--- src/rtl/ccff_loader_pkg.sv ---
//------------------------------------------------------------------------------
// Module   : ccff_loader_pkg
// Brief    : Shared state encoding and CRC-8 constants for the CCFF loader.
// Revision : 1.0 - initial release
//------------------------------------------------------------------------------
`default_nettype none

package ccff_loader_pkg;

  typedef enum logic [2:0] {
    ST_IDLE     = 3'd0,
    ST_LOAD     = 3'd1,
    ST_SHIFT    = 3'd2,
    ST_CRC_WAIT = 3'd3,
    ST_DONE     = 3'd4
  } ccff_state_t;

  localparam logic [7:0] CCFF_CRC_POLY = 8'h07;
  localparam logic [7:0] CCFF_CRC_INIT = 8'h00;

endpackage

`default_nettype wire

--- src/rtl/ccff_crc8_serial.sv ---
//------------------------------------------------------------------------------
// Module   : ccff_crc8_serial
// Brief    : Bit-serial CRC-8 (MSB-first LFSR) with synchronous clear.
// Revision : 1.0 - initial release
//------------------------------------------------------------------------------
`default_nettype none

module ccff_crc8_serial
  import ccff_loader_pkg::*;
(
  input  logic       clk,
  input  logic       i_clr,
  input  logic       i_en,
  input  logic       i_bit,
  output logic [7:0] o_crc
);

  logic [7:0] r_crc;
  logic       w_fb;

  assign w_fb = r_crc[7] ^ i_bit;

  always_ff @(posedge clk) begin
    if (i_clr) begin
      r_crc <= CCFF_CRC_INIT;
    end else if (i_en) begin
      r_crc <= {r_crc[6:0], 1'b0} ^ (w_fb ? CCFF_CRC_POLY : 8'h00);
    end
  end

  assign o_crc = r_crc;

endmodule

`default_nettype wire

--- src/rtl/ccff_config_loader.sv ---
//------------------------------------------------------------------------------
// Module   : ccff_config_loader
// Brief    : Serialises parallel config words LSB-first into the CCFF chain.
//            Optional trailing CRC-8 check enabled by CCFF_CRC_CHECK_EN.
// Revision : 1.0 - initial release
//------------------------------------------------------------------------------
`default_nettype none

module ccff_config_loader
  import ccff_loader_pkg::*;
#(
  parameter int WORD_W    = 8,
  parameter int CHAIN_LEN = 1024,
  parameter int CNT_W     = $clog2(CHAIN_LEN + 1)
) (
  input  logic              prog_clk,
  input  logic              pReset,
  input  logic              start,
  input  logic              s_valid,
  output logic              s_ready,
  input  logic [WORD_W-1:0] s_data,
  output logic              ccff_head,
  output logic              ccff_shift_en,
  output logic              busy,
  output logic              done,
  output logic              error
);

  // Bits per word never exceed the chain, so the bit counter width covers it.
  localparam int              c_word_cap  = (WORD_W < CHAIN_LEN) ? WORD_W : CHAIN_LEN;
  localparam logic [CNT_W-1:0] c_word_bits = CNT_W'(c_word_cap);
  localparam logic [CNT_W-1:0] c_chain_len = CNT_W'(CHAIN_LEN);
  localparam logic [CNT_W-1:0] c_one       = CNT_W'(1);

  ccff_state_t       r_state;
  ccff_state_t       w_state_nxt;
  logic [WORD_W-1:0] r_sreg;
  logic [CNT_W-1:0]  r_count;
  logic [CNT_W-1:0]  r_rem;
  logic              r_head;
  logic              r_shift_en;

  logic              w_start_ok;
  logic              w_accept;
  logic              w_shift_next;
  logic [CNT_W-1:0]  w_left;
  logic [CNT_W-1:0]  w_nbits;
`ifdef CCFF_CRC_CHECK_EN
  logic              w_crc_accept;
`endif

  assign w_left  = c_chain_len - r_count;
  assign w_nbits = (w_left > c_word_bits) ? c_word_bits : w_left;

  always_ff @(posedge prog_clk) begin
    if (pReset) begin
      r_state <= ST_IDLE;
    end else begin
      r_state <= w_state_nxt;
    end
  end

  always_comb begin
    w_state_nxt  = r_state;
    w_start_ok   = 1'b0;
    w_accept     = 1'b0;
    w_shift_next = 1'b0;
`ifdef CCFF_CRC_CHECK_EN
    w_crc_accept = 1'b0;
`endif
    case (r_state)
      ST_IDLE, ST_DONE: begin
        if (start) begin
          w_start_ok  = 1'b1;
          w_state_nxt = ST_LOAD;
        end
      end
      ST_LOAD: begin
        if (s_valid) begin
          w_accept    = 1'b1;
          w_state_nxt = ST_SHIFT;
        end
      end
      ST_SHIFT: begin
        // r_rem counts bits still to apply after the one on ccff_head now
        if (r_rem != '0) begin
          w_shift_next = 1'b1;
        end else if (r_count < c_chain_len) begin
          w_state_nxt = ST_LOAD;
        end else begin
`ifdef CCFF_CRC_CHECK_EN
          w_state_nxt = ST_CRC_WAIT;
`else
          w_state_nxt = ST_DONE;
`endif
        end
      end
`ifdef CCFF_CRC_CHECK_EN
      ST_CRC_WAIT: begin
        if (s_valid) begin
          w_crc_accept = 1'b1;
          w_state_nxt  = ST_DONE;
        end
      end
`endif
      default: w_state_nxt = ST_IDLE;
    endcase
  end

  always_ff @(posedge prog_clk) begin
    if (pReset) begin
      r_sreg     <= '0;
      r_count    <= '0;
      r_rem      <= '0;
      r_head     <= 1'b0;
      r_shift_en <= 1'b0;
    end else begin
      r_head     <= 1'b0;
      r_shift_en <= 1'b0;
      if (w_start_ok) begin
        r_count <= '0;
      end
      if (w_accept) begin
        r_sreg     <= s_data >> 1;
        r_head     <= s_data[0];
        r_shift_en <= 1'b1;
        r_count    <= r_count + c_one;
        r_rem      <= w_nbits - c_one;
      end
      if (w_shift_next) begin
        r_sreg     <= r_sreg >> 1;
        r_head     <= r_sreg[0];
        r_shift_en <= 1'b1;
        r_count    <= r_count + c_one;
        r_rem      <= r_rem - c_one;
      end
    end
  end

`ifdef CCFF_CRC_CHECK_EN
  logic [7:0] w_crc;
  logic       r_error;

  // CRC follows the registered chain outputs, so it is final when CRC_WAIT begins
  ccff_crc8_serial u_crc (
    .clk   (prog_clk),
    .i_clr (pReset | w_start_ok),
    .i_en  (r_shift_en),
    .i_bit (r_head),
    .o_crc (w_crc)
  );

  always_ff @(posedge prog_clk) begin
    if (pReset || w_start_ok) begin
      r_error <= 1'b0;
    end else if (w_crc_accept && (s_data[7:0] != w_crc)) begin
      r_error <= 1'b1;
    end
  end

  assign error   = r_error;
  assign s_ready = (r_state == ST_LOAD) || (r_state == ST_CRC_WAIT);
  assign busy    = (r_state == ST_LOAD) || (r_state == ST_SHIFT) || (r_state == ST_CRC_WAIT);
`else
  assign error   = 1'b0;
  assign s_ready = (r_state == ST_LOAD);
  assign busy    = (r_state == ST_LOAD) || (r_state == ST_SHIFT);
`endif

  assign done          = (r_state == ST_DONE);
  assign ccff_head     = r_head;
  assign ccff_shift_en = r_shift_en;

endmodule

`default_nettype wire

--- config.mk ---
export PLATFORM = sky130hd
export DESIGN_NAME = ccff_config_loader
export DESIGN_NICKNAME = d
export VERILOG_FILES = /design/src/rtl/ccff_loader_pkg.sv /design/src/rtl/ccff_crc8_serial.sv /design/src/rtl/ccff_config_loader.sv
export SDC_FILE = /design/constraint.sdc
export NUM_CORES = 1
export LEC_CHECK = 0
export BUFFER_PORTS_ARGS = -buffer_cell sky130_fd_sc_hd__buf_2
export CAP_MARGIN = 10
export CORE_ASPECT_RATIO = 2
export CORE_UTILIZATION = 59
export DETAILED_ROUTE_END_ITERATION = 16
export PLACE_DENSITY = 0.84
export RECOVER_POWER = 100
export SLEW_MARGIN = 5
export SYNTH_ARGS = -nofsm -noshare
export SYNTH_HDL_FRONTEND = slang
export SYNTH_HIERARCHICAL = 1
export SYNTH_SLANG_ARGS = --single-unit
--- constraint.sdc ---
create_clock -name prog_clk -period 3.65 [get_ports prog_clk]
set_clock_uncertainty 0.15 [all_clocks]
set_input_delay 0.73 -clock prog_clk [delete_from_list [all_inputs] [get_ports prog_clk]]
set_output_delay 0.73 -clock prog_clk [all_outputs]
set_load 0.01 [all_outputs]
==> reports/metrics.cfg, run 1 <==
[final_layout]
design_area_um2=2270
nets=301
drive_gt1_share_pct=14.3
area_growth_pct=7.97
diodes=0
fillers=312

[route]
first_pass_iters=7
drc=0
via_per_inst=6.70
first_iter_violations=110
wl_per_cell_um=16.2
antenna_left=0
vias=2130
finalWirelength_mm=5.14

[critical_path]
cp_max_fo=7
timing.rr.end=r_rem[6]
reg2reg_setup_slack_ns=0.30
crit_path_end_kind=register
r2r_cells=10
start_kind=register
critical_path.max_stage_delay_ns=0.64
crit_type=reg -> reg
slowest_stage=or4_1
arrival_ns=3.39
reg2reg_from=r_rem[6]
worstPathRequired_ns=3.69
path_cells=or4_1 > o31a_1 > nor3_4 > and4_1 > a22oi_1 > ha_1 > nand2_1 > a21oi_1 > and3_2 > o41ai_1

[placed_design]
placed_area_um2=2180
hpwl_mm=3.71
port_buffers=16
place_congestion=0.904

[synth]
ys_ff_latch=34
yosys_warnings=6
synth_cell_types=59
synth_edf_count=0
yosysTopAreaCell=dfxtp_1
synth_area_um2=2100
postSynthAreaPerCell_um2=7.73
yosys.area.top_type_share_pct=32.4
synth.top_cells.by_count=34 x dfxtp_1, 32 x nand2_1, 30 x nor2_1
ys_async_sr_fraction_pct=0
syn_inst=272
yosysMostFrequentCell=dfxtp_1
yosys-top-cells-area=dfxtp_1 32%, nand2_1 5.7%, nor2_1 5.4%, a21oi_1 4.5%, o21ai_0 3.8%
synthFlopType=dfxtp_1
synth_fp_nets=288
seq_area_frac_synth_pct=32.4

[cts]
clk_latency_ns=0.29
cts_htree_levels=2
cts_tree=yes
clockBufferDepth=2
post_cts_buffers=0
clk_pin_slew_worst_paths_ns=0.07
clock-sinks=34
cts_hold_buf=0
root_buffer=clkbuf_8
cts_buffers=5

[timing]
relSlewSlack_pct=54.1
fmax_ghz=0.299
period_share_pct=91.7
finalMaxSlewViolations=0
rsz0062_at_grt=no
tightest_slew_ns=0.689
setup_viol=0
hold_viol=0
layout_min_cycle_time_ns=3.35

[power]
leakagePower_uw=0.000902
ir_drop_uv=386
combPwrFrac_pct=17.9
switching_share_pct=28.2
p_per_area_nw_per_um2=400
finalPower_uw=908
power_frac_seq_pct=44.3
internal_power_uw=651
clkPwrFrac_pct=37.8
p_sw_uw=256

[floorplanning]
dieWidth_um=44.2
start_util_pct=62.3
fp.coreArea_um2=3380
die_h_um=86.4
row_count=30
die_area_um2=3820
pin_count=18

[global_routing]
grt-ovfl-total=0
grt_start_max_net_pins=30
grt_pass1_vias=2024
grt_usage_pct=29.2
grt_antenna_before_repair=0
grt_pass1_wl_mm=8.57

[job]
maxCapViolations=0

[hold_path]
min_path_cells=2
hp-start=r_sreg[1]
worstHoldEndpoint=r_sreg[1]
hp-class=reg -> reg

[outcome]
outcome=completed

[sequential cells by signal (all words and copies together), names as in the netlist]
name and cells:
r_rem 11, ccff_shift_en 1, r_state 3, ccff_head 1, r_count 11, r_sreg 7
[timing repair]
item	CTS	global route
endpoints found under the hold margin	0	0
endpoints found under the setup margin	1	2
gates resized for setup	1	2
[kinds of logic (layout without fill, tap and decap cells)]
kind of cell               after synthesis  count (layout)  share of synthesized area (%)
AOI/OAI and AO/OA                       75              75                           24.6
xor gates and xnor gates                 6               6                           2.50
adders and majority gates                4               4                           2.38
buffers and inverters                   25              39                           6.19
DFF                                     34              34                           32.4
muxes                                    1               1                          0.476
other                                    1               1                          0.178
and+or+nand+nor                        126             126                           31.3
[cell type report]
cell class	instances	area, um2	area share [%]
clock inverters	3	40.0	1.76
flip-flops and latches	34	681	30.0
inverters	9	33.8	1.49
clock buffers	5	68.8	3.03
repair buffers	22	113	4.96
multi-input cells	213	1290	57.0
well taps	32	40.0	1.76
[how the worst max path moves through the flow]
stage / startpoint / end / slack (ns) / cells after the start
detailed placement: r_count[0] / r_rem[10] / -0.02 / 11
floorplan: r_count[0] / r_rem[10] / 0.38 / 12
global route: r_count[0] / r_rem[4] / 0.003 / 11
global placement: r_count[0] / r_rem[10] / 0.16 / 11
finish: r_rem[6] / r_rem[6] / 0.30 / 10
CTS: r_count[0] / r_rem[10] / 0.28 / 11
[cell usage in the layout, fill, tap and decap left out, types with 3 or more instances in the layout]
cell type / netlist / layout
nor3_1: 9 / 9
nor3b_1: 5 / 5
a311oi_1: 6 / 6
o21ai_0: 16 / 16
clkbuf_8: 1 / 5
a31oi_1: 4 / 4
nand4_1: 6 / 6
a21oi_1: 19 / 19
dfxtp_1: 34 / 34
buf_2: 0 / 12
o31ai_1: 5 / 5
inv_1: 9 / 9
or3_1: 5 / 5
ha_1: 4 / 3
nand3_1: 12 / 12
xor2_1: 4 / 4
nor2_1: 30 / 31
nand2_1: 32 / 32
clkbuf_1: 10 / 6
buf_4: 3 / 4
nor4_1: 3 / 3
a22oi_1: 7 / 7
and3_1: 4 / 4
[through the flow]
stage / hold WS [ns] / TNS (ns) / std cells / utilization, % / setup WS [ns]
floorplan: 0.286 / 0 / 272 / - / 0.385
global placement: 0.302 / 0 / 310 / 64.4 / 0.158
detailed placement: 0.308 / -0.0266 / 310 / 64.4 / -0.0211
CTS: 0.318 / 0 / 318 / 67.9 / 0.279
global route: 0.350 / 0 / 318 / 67.2 / 0.00320
finish: 0.322 / 0 / 318 / 67.2 / 0.304
[worst max-delay path: cells and delay by family, from the launching register on]
family / cells / cell delay (ns)
simple gates: 5 / 1.60
compound gates: 4 / 0.87
flops: 1 / 0.35
fa+ha+maj: 1 / 0.27
[routing by layer]
metal  global-route usage, %  share of wire (%)  vias up
met4                    17.4                3.5        0
met5                       0                  0        -
met2                    52.3                 55       53
li1                        -                  -     1030
met1                    29.4                 39     1030
met3                    5.63                3.0       17
[power groups by stage]
stage	Sequential [uW]	Clock (uW)	Combinational, uW
after floorplan	406	0	120
after global placement	409	0	164
after detailed placement	410	0	163
after CTS	401	350	165
after global routing	404	362	181
final	402	343	162
(Power assumes the default switching activity.)
==> run 2, diff against run 1 <==
Settings changed: REMOVE_ABC_BUFFERS set to 1.
==> run 2 against run 1 <==
Compared with the run above:
- the flow now finishes with violations (design-rule violations)
- combinational power about the same
- via count decreased by 0.56%
- critical path depth increased by 1
- sequential power about the same
- sequential share of layout area increased by 0.083 points
- non-clock buffer count unchanged
- clock-buffer cell count unchanged
- flip-flop and latch count unchanged
- critical path type unchanged
- largest power group unchanged
- highest routed layer unchanged
==> reports/metrics.cfg, run 2 (synthesis gave the netlist of run 1 again) <==
[floorplanning]
fp.coreArea_um2=3380  ; unchanged
dieWidth_um=44.2  ; unchanged
row_count=30  ; unchanged
pin_count=18  ; unchanged
start_util_pct=62.3  ; unchanged
die_h_um=86.4  ; unchanged
die_area_um2=3820  ; unchanged

[cts]
clockBufferDepth=2  ; unchanged
clock-sinks=34  ; unchanged
post_cts_buffers=0  ; unchanged
cts_htree_levels=2  ; unchanged
root_buffer=clkbuf_8
cts_buffers=5  ; unchanged
cts_tree=yes
clk_pin_slew_worst_paths_ns=0.08  ; about the same
cts_hold_buf=0  ; unchanged
clk_latency_ns=0.30  ; about the same

[timing]
fmax_ghz=0.295  ; -1.2%
hold_viol=0  ; unchanged
layout_min_cycle_time_ns=3.39  ; +0.0394 ns
fin_setup_tns_ns=0  ; unchanged
setup_viol=0  ; unchanged
tightest_slew_ns=0.789  ; +0.101 ns
period_share_pct=92.7  ; +1.1 points
relSlewSlack_pct=47.4  ; -6.7 points
finalMaxSlewViolations=0  ; unchanged
setup_ws_ns=0.265  ; -0.0394 ns

[power]
p_per_area_nw_per_um2=406  ; +1.5%
ir_drop_uv=409  ; +5.9%
finalPower_uw=919  ; +1.3%
leakagePower_uw=0.000888  ; -1.6%

[global_routing]
grt_antenna_before_repair=0  ; unchanged
grt_usage_pct=30.3  ; +1.1 points
grt-ovfl-total=0  ; unchanged
grt_pass1_vias=1970  ; -2.7%
grt_pass1_wl_mm=8.72  ; +1.8%
grt_start_max_net_pins=30  ; unchanged

[hold_path]
hp-class=reg -> reg
worstHoldEndpoint=r_sreg[1]
min_path_cells=2  ; unchanged
hp-start=r_sreg[1]

[final_layout]
area_growth_pct=7.67
diodes=0  ; unchanged
reg_top3=r_count: 11 flops, r_rem: 11 flops, r_sreg: 7 flops
design_area_um2=2260  ; -0.28%
mostFrequentLayoutCell=dfxtp_1
fin_util_pct=67.0  ; -0.19 points
drive_gt1_share_pct=13.3  ; -1.0 points
fillers=303  ; -2.9%
most-common-layout-cells=34 x dfxtp_1, 32 x nand2_1, 31 x nor2_1, 19 x a21oi_1, 16 x o21ai_0
nets=301  ; unchanged

[route]
vias=2118  ; -0.56%
antenna_left=0  ; unchanged
first_pass_iters=10  ; +3
wl_per_cell_um=16.4  ; +1.6%
first_iter_violations=108  ; -1.8%
finalWirelength_mm=5.23  ; +1.6%
drc=1  ; +1
via_per_inst=6.66  ; -0.56%

[critical_path]
reg2reg_from=r_count[0]
timing.rr.end=r_rem[10]
start_kind=register
crit_path_end_kind=register
r2r_cells=11  ; +1
path_cells=inv_1 > ha_1 > or3b_2 > a21oi_1 > a31oi_1 > and4_1 > a22oi_1 > ha_1 > o21ai_0 > or3_1 > a221oi_1
crit_type=reg -> reg
worst_path_most_repeated_cell=ha_1
arrival_ns=3.44  ; +0.05 ns
slowest_stage=or3b_2
reg2reg_setup_slack_ns=0.26  ; -0.04 ns
cp_max_fo=9  ; +2
worstPathRequired_ns=3.71  ; +0.02 ns
critical_path.max_stage_delay_ns=0.47  ; -0.17 ns

[placed_design]
port_buffers=16  ; unchanged
placed_area_um2=2180  ; unchanged
dp_slack_ns=0.0289  ; +0.0500 ns
hpwl_mm=3.69  ; -0.45%
place_congestion=0.855  ; -5.5%

[outcome]
failed_checks=design-rule violations
outcome=finished, violations left

[job]
maxCapViolations=0  ; unchanged

[run 2: cell types whose count changed in the layout (fill, tap and decap cells not counted), sizes merged]
cell	delta
clkinv	-2
buf	-1
clkinvlp	+2
clkbuf	+1
[run 2: per-layer routing]
layer  up-vias  global-route usage [%]  share of wire [%]
met5         -                       0                  0
met4         0                    15.7                4.3
met3        19                    6.67                4.3
met2        64                    54.5                 55
met1      1003                    30.8                 37
li1       1032                       -                  -
[run 2: worst max-delay path by stage]
stage	startpoint	to	slack, ns	depth (start not counted)
after floorplan	r_count[0]	r_rem[10]	0.42	11
after global routing	r_count[0]	r_rem[10]	-0.02	11
after CTS	r_count[0]	r_rem[10]	0.01	11
after global placement	r_count[0]	r_rem[10]	0.18	11
final	r_count[0]	r_rem[10]	0.26	11
after detailed placement	r_count[0]	r_rem[10]	0.03	11
[run 2: per-stage QoR]
stage               std cells  hold slack (ns)
floorplan                 256            0.280
global route              318            0.352
finish                    318            0.326
CTS                       318            0.319
global placement          310            0.296
detailed placement        310            0.308
[run 2: layout make-up]
cell class,count,area (um2),share of cell area [%]
Clock inverter,3,45.0,1.99
Clock buffer,5,68.8,3.04
Tap cell,32,40.0,1.77
Timing Repair Buffer,22,109,4.81
Multi-Input combinational cell,213,1290,56.9
Sequential cell,34,681,30.1
Inverter,9,33.8,1.49
[run 2: timing repair]
action	4_1_cts	5_1_grt
resized for setup	0	2
setup endpoints to repair	0	5
endpoints found under the hold margin	0	0
[run 2: report_power, final]
group	switching, uW	internal, uW
logic	100	62.8
registers	15.2	386
clock network	152	203
total	267	652
[run 2: critical path: cells and delay by family, from the launching register on]
kind / cells / cell delay, ns
DFF: 1 / 0.39
buffers and inverters: 1 / 0.14
and+or+nand+nor: 3 / 1.14
adders and majority gates: 2 / 0.55
AOI/OAI and AO/OA: 5 / 0.92
==> run 3, diff against run 2 <==
Settings changed: CORE_ASPECT_RATIO 2 to 1.2.
==> run 3 against run 2 <==
Compared with the run above:
- the run now ends clean
- sequential power hardly changed
- clock power rose by 21%
- worst hold slack worse by 0.015 ns
- die area shrank 0.35%
- core utilization is 0.34 points higher
- final area grew 0.17%
- critical endpoint is now r_rem[6]
- highest routed layer unchanged
==> reports/metrics.cfg, run 3 (synthesis gave the netlist of run 1 again) <==
[critical_path]
path_cells=or4_1 > o31a_1 > nor3_1 > and4_1 > a22oi_1 > ha_1 > nand2_1 > a21oi_1 > and3_2 > o41ai_1
start_kind=register
cp_max_fo=7  ; -2
crit_type=reg -> reg
critical_path.max_stage_delay_ns=0.61  ; +0.14 ns
crit_path_end_kind=register
worstPathRequired_ns=3.69  ; -0.02 ns
slowest_stage=or4_1
arrival_ns=3.45  ; about the same
cp-startpoint=r_rem[6]
path_delay_family=simple AND/OR/NAND/NOR gates
crit_buf_inv=0  ; -1
reg2reg_from=r_rem[6]

[route]
vias=2071  ; -2.2%
first_iter_violations=131  ; +21%
drc=0  ; -1
via_per_inst=6.43  ; -3.4%
wl_per_cell_um=15.3  ; -7.2%
first_pass_iters=5  ; -5
antenna_left=0  ; unchanged
finalWirelength_mm=4.91  ; -6.0%

[power]
ir_drop_uv=546  ; +34%
internal_power_uw=738  ; +13%
power_frac_seq_pct=40.7  ; -3.0 points
clkPwrFrac_pct=43.4  ; +4.8 points
p_sw_uw=249  ; -6.8%
p_per_area_nw_per_um2=435  ; +7.2%
switching_share_pct=25.2  ; -3.8 points
leakagePower_uw=0.000881  ; -0.74%
combPwrFrac_pct=15.8  ; -2.0 points

[timing]
rsz0062_at_grt=no
fmax_ghz=0.293  ; -0.77%
fin_setup_tns_ns=0  ; unchanged
relSlewSlack_pct=45.9  ; -1.4 points
period_share_pct=93.5  ; +0.72 points
tightest_slew_ns=0.811  ; +0.0215 ns
hold_viol=0  ; unchanged
setup_viol=0  ; unchanged
finalMaxSlewViolations=0  ; unchanged
layout_min_cycle_time_ns=3.41  ; +0.0261 ns

[global_routing]
grt_start_max_net_pins=30  ; unchanged
grt_antenna_before_repair=0  ; unchanged
grt_pass1_vias=1773  ; -10%
grt_pass1_wl_mm=7.74  ; -11%
grt-ovfl-total=0  ; unchanged
grt_usage_pct=26.1  ; -4.1 points

[placed_design]
port_buffers=16  ; unchanged
place_congestion=0.854  ; about the same
hpwl_mm=3.45  ; -6.6%

[floorplanning]
die_area_um2=3810  ; -0.35%
die_h_um=67.4  ; -22%
fp.coreArea_um2=3370  ; -0.33%
dieWidth_um=56.5  ; +28%
row_count=23  ; -23%
start_util_pct=62.5  ; +0.21 points
pin_count=18  ; unchanged

[final_layout]
drive_gt1_share_pct=12.6  ; -0.66 points
most-common-layout-cells=34 x dfxtp_1, 32 x nand2_1, 31 x nor2_1, 19 x a21oi_1, 16 x o21ai_0
reg_top3=r_count: 11 flops, r_rem: 11 flops, r_sreg: 7 flops
area_growth_pct=7.85
diodes=0  ; unchanged
fin_util_pct=67.4  ; +0.34 points
mostFrequentLayoutCell=dfxtp_1
nets=300  ; -0.33%

[cts]
root_buffer=clkbuf_8
cts_htree_levels=2  ; unchanged
cts_hold_buf=0  ; unchanged
clk_latency_ns=0.29  ; about the same
clock-sinks=34  ; unchanged
clk_pin_slew_worst_paths_ns=0.07  ; about the same
cts_tree=yes
cts_buffers=5  ; unchanged
post_cts_buffers=0  ; unchanged
clockBufferDepth=2  ; unchanged

[outcome]
outcome=completed

[hold_path]
hp-class=reg -> reg
hp-start=r_sreg[0]

[job]
maxCapViolations=0  ; unchanged

[run 3: per-stage QoR]
stage / hold slack, ns / cells / setup WS (ns) / cell area (um2) / power, uW
2_1_floorplan: 0.280 / 256 / 0.417 / 2010 / 518
3_3_place_gp: 0.293 / 314 / 0.422 / 2170 / 565
3_5_place_dp: 0.302 / 314 / 0.268 / 2170 / 569
4_1_cts: 0.315 / 322 / 0.224 / 2310 / 994
5_1_grt: 0.338 / 322 / 0.0369 / 2270 / 1030
6_report: 0.311 / 322 / 0.239 / 2270 / 987
[run 3: path summary, 6_finish.rpt]
check	cells after the start	slack (ns)	endpoint
hold reg to reg	2	0.31	r_sreg[0]
setup / recovery	10	0.24	r_rem[6]
setup reg to reg	10	0.24	r_rem[6]
hold / removal	2	0.31	r_sreg[0]
[run 3: cell type report]
type | count | area (um2)
clock buffers | 6 | 82.6
flip-flops and latches | 34 | 681
clock inverters | 2 | 60.1
fillers | 284 | 1100
multi-input cells | 213 | 1260
well taps | 37 | 46.3
inverters | 9 | 33.8
repair buffers | 21 | 101
[run 3: what timing repair did]
item                                    CTS  global route
hold endpoints to repair                  0             0
resized for setup                         0             1
endpoints found under the setup margin    0             1
[run 3: routing by layer]
metal,part of all wire (%),up-vias,wire [um],global-route usage [%]
met3,4.9,16,242,6.13
met4,2.8,0,137,13.4
met5,0,-,0,0
met2,49,75,2410,43.7
li1,-,1029,-,-
met1,43,951,2130,31.4
[run 3: power groups by stage]
stage | Sequential [uW] | Combinational (uW) | Clock, uW
6_report | 402 | 156 | 429
2_1_floorplan | 406 | 112 | 0
5_1_grt | 404 | 175 | 453
4_1_cts | 402 | 159 | 433
3_5_place_dp | 410 | 159 | 0
3_3_place_gp | 410 | 155 | 0
[run 3: tightest hold or removal path: stages, from the launching register on]
cell and delay, ns:
dfxtp_1 0.31, nand2_1 0.05, a21oi_1 0.05
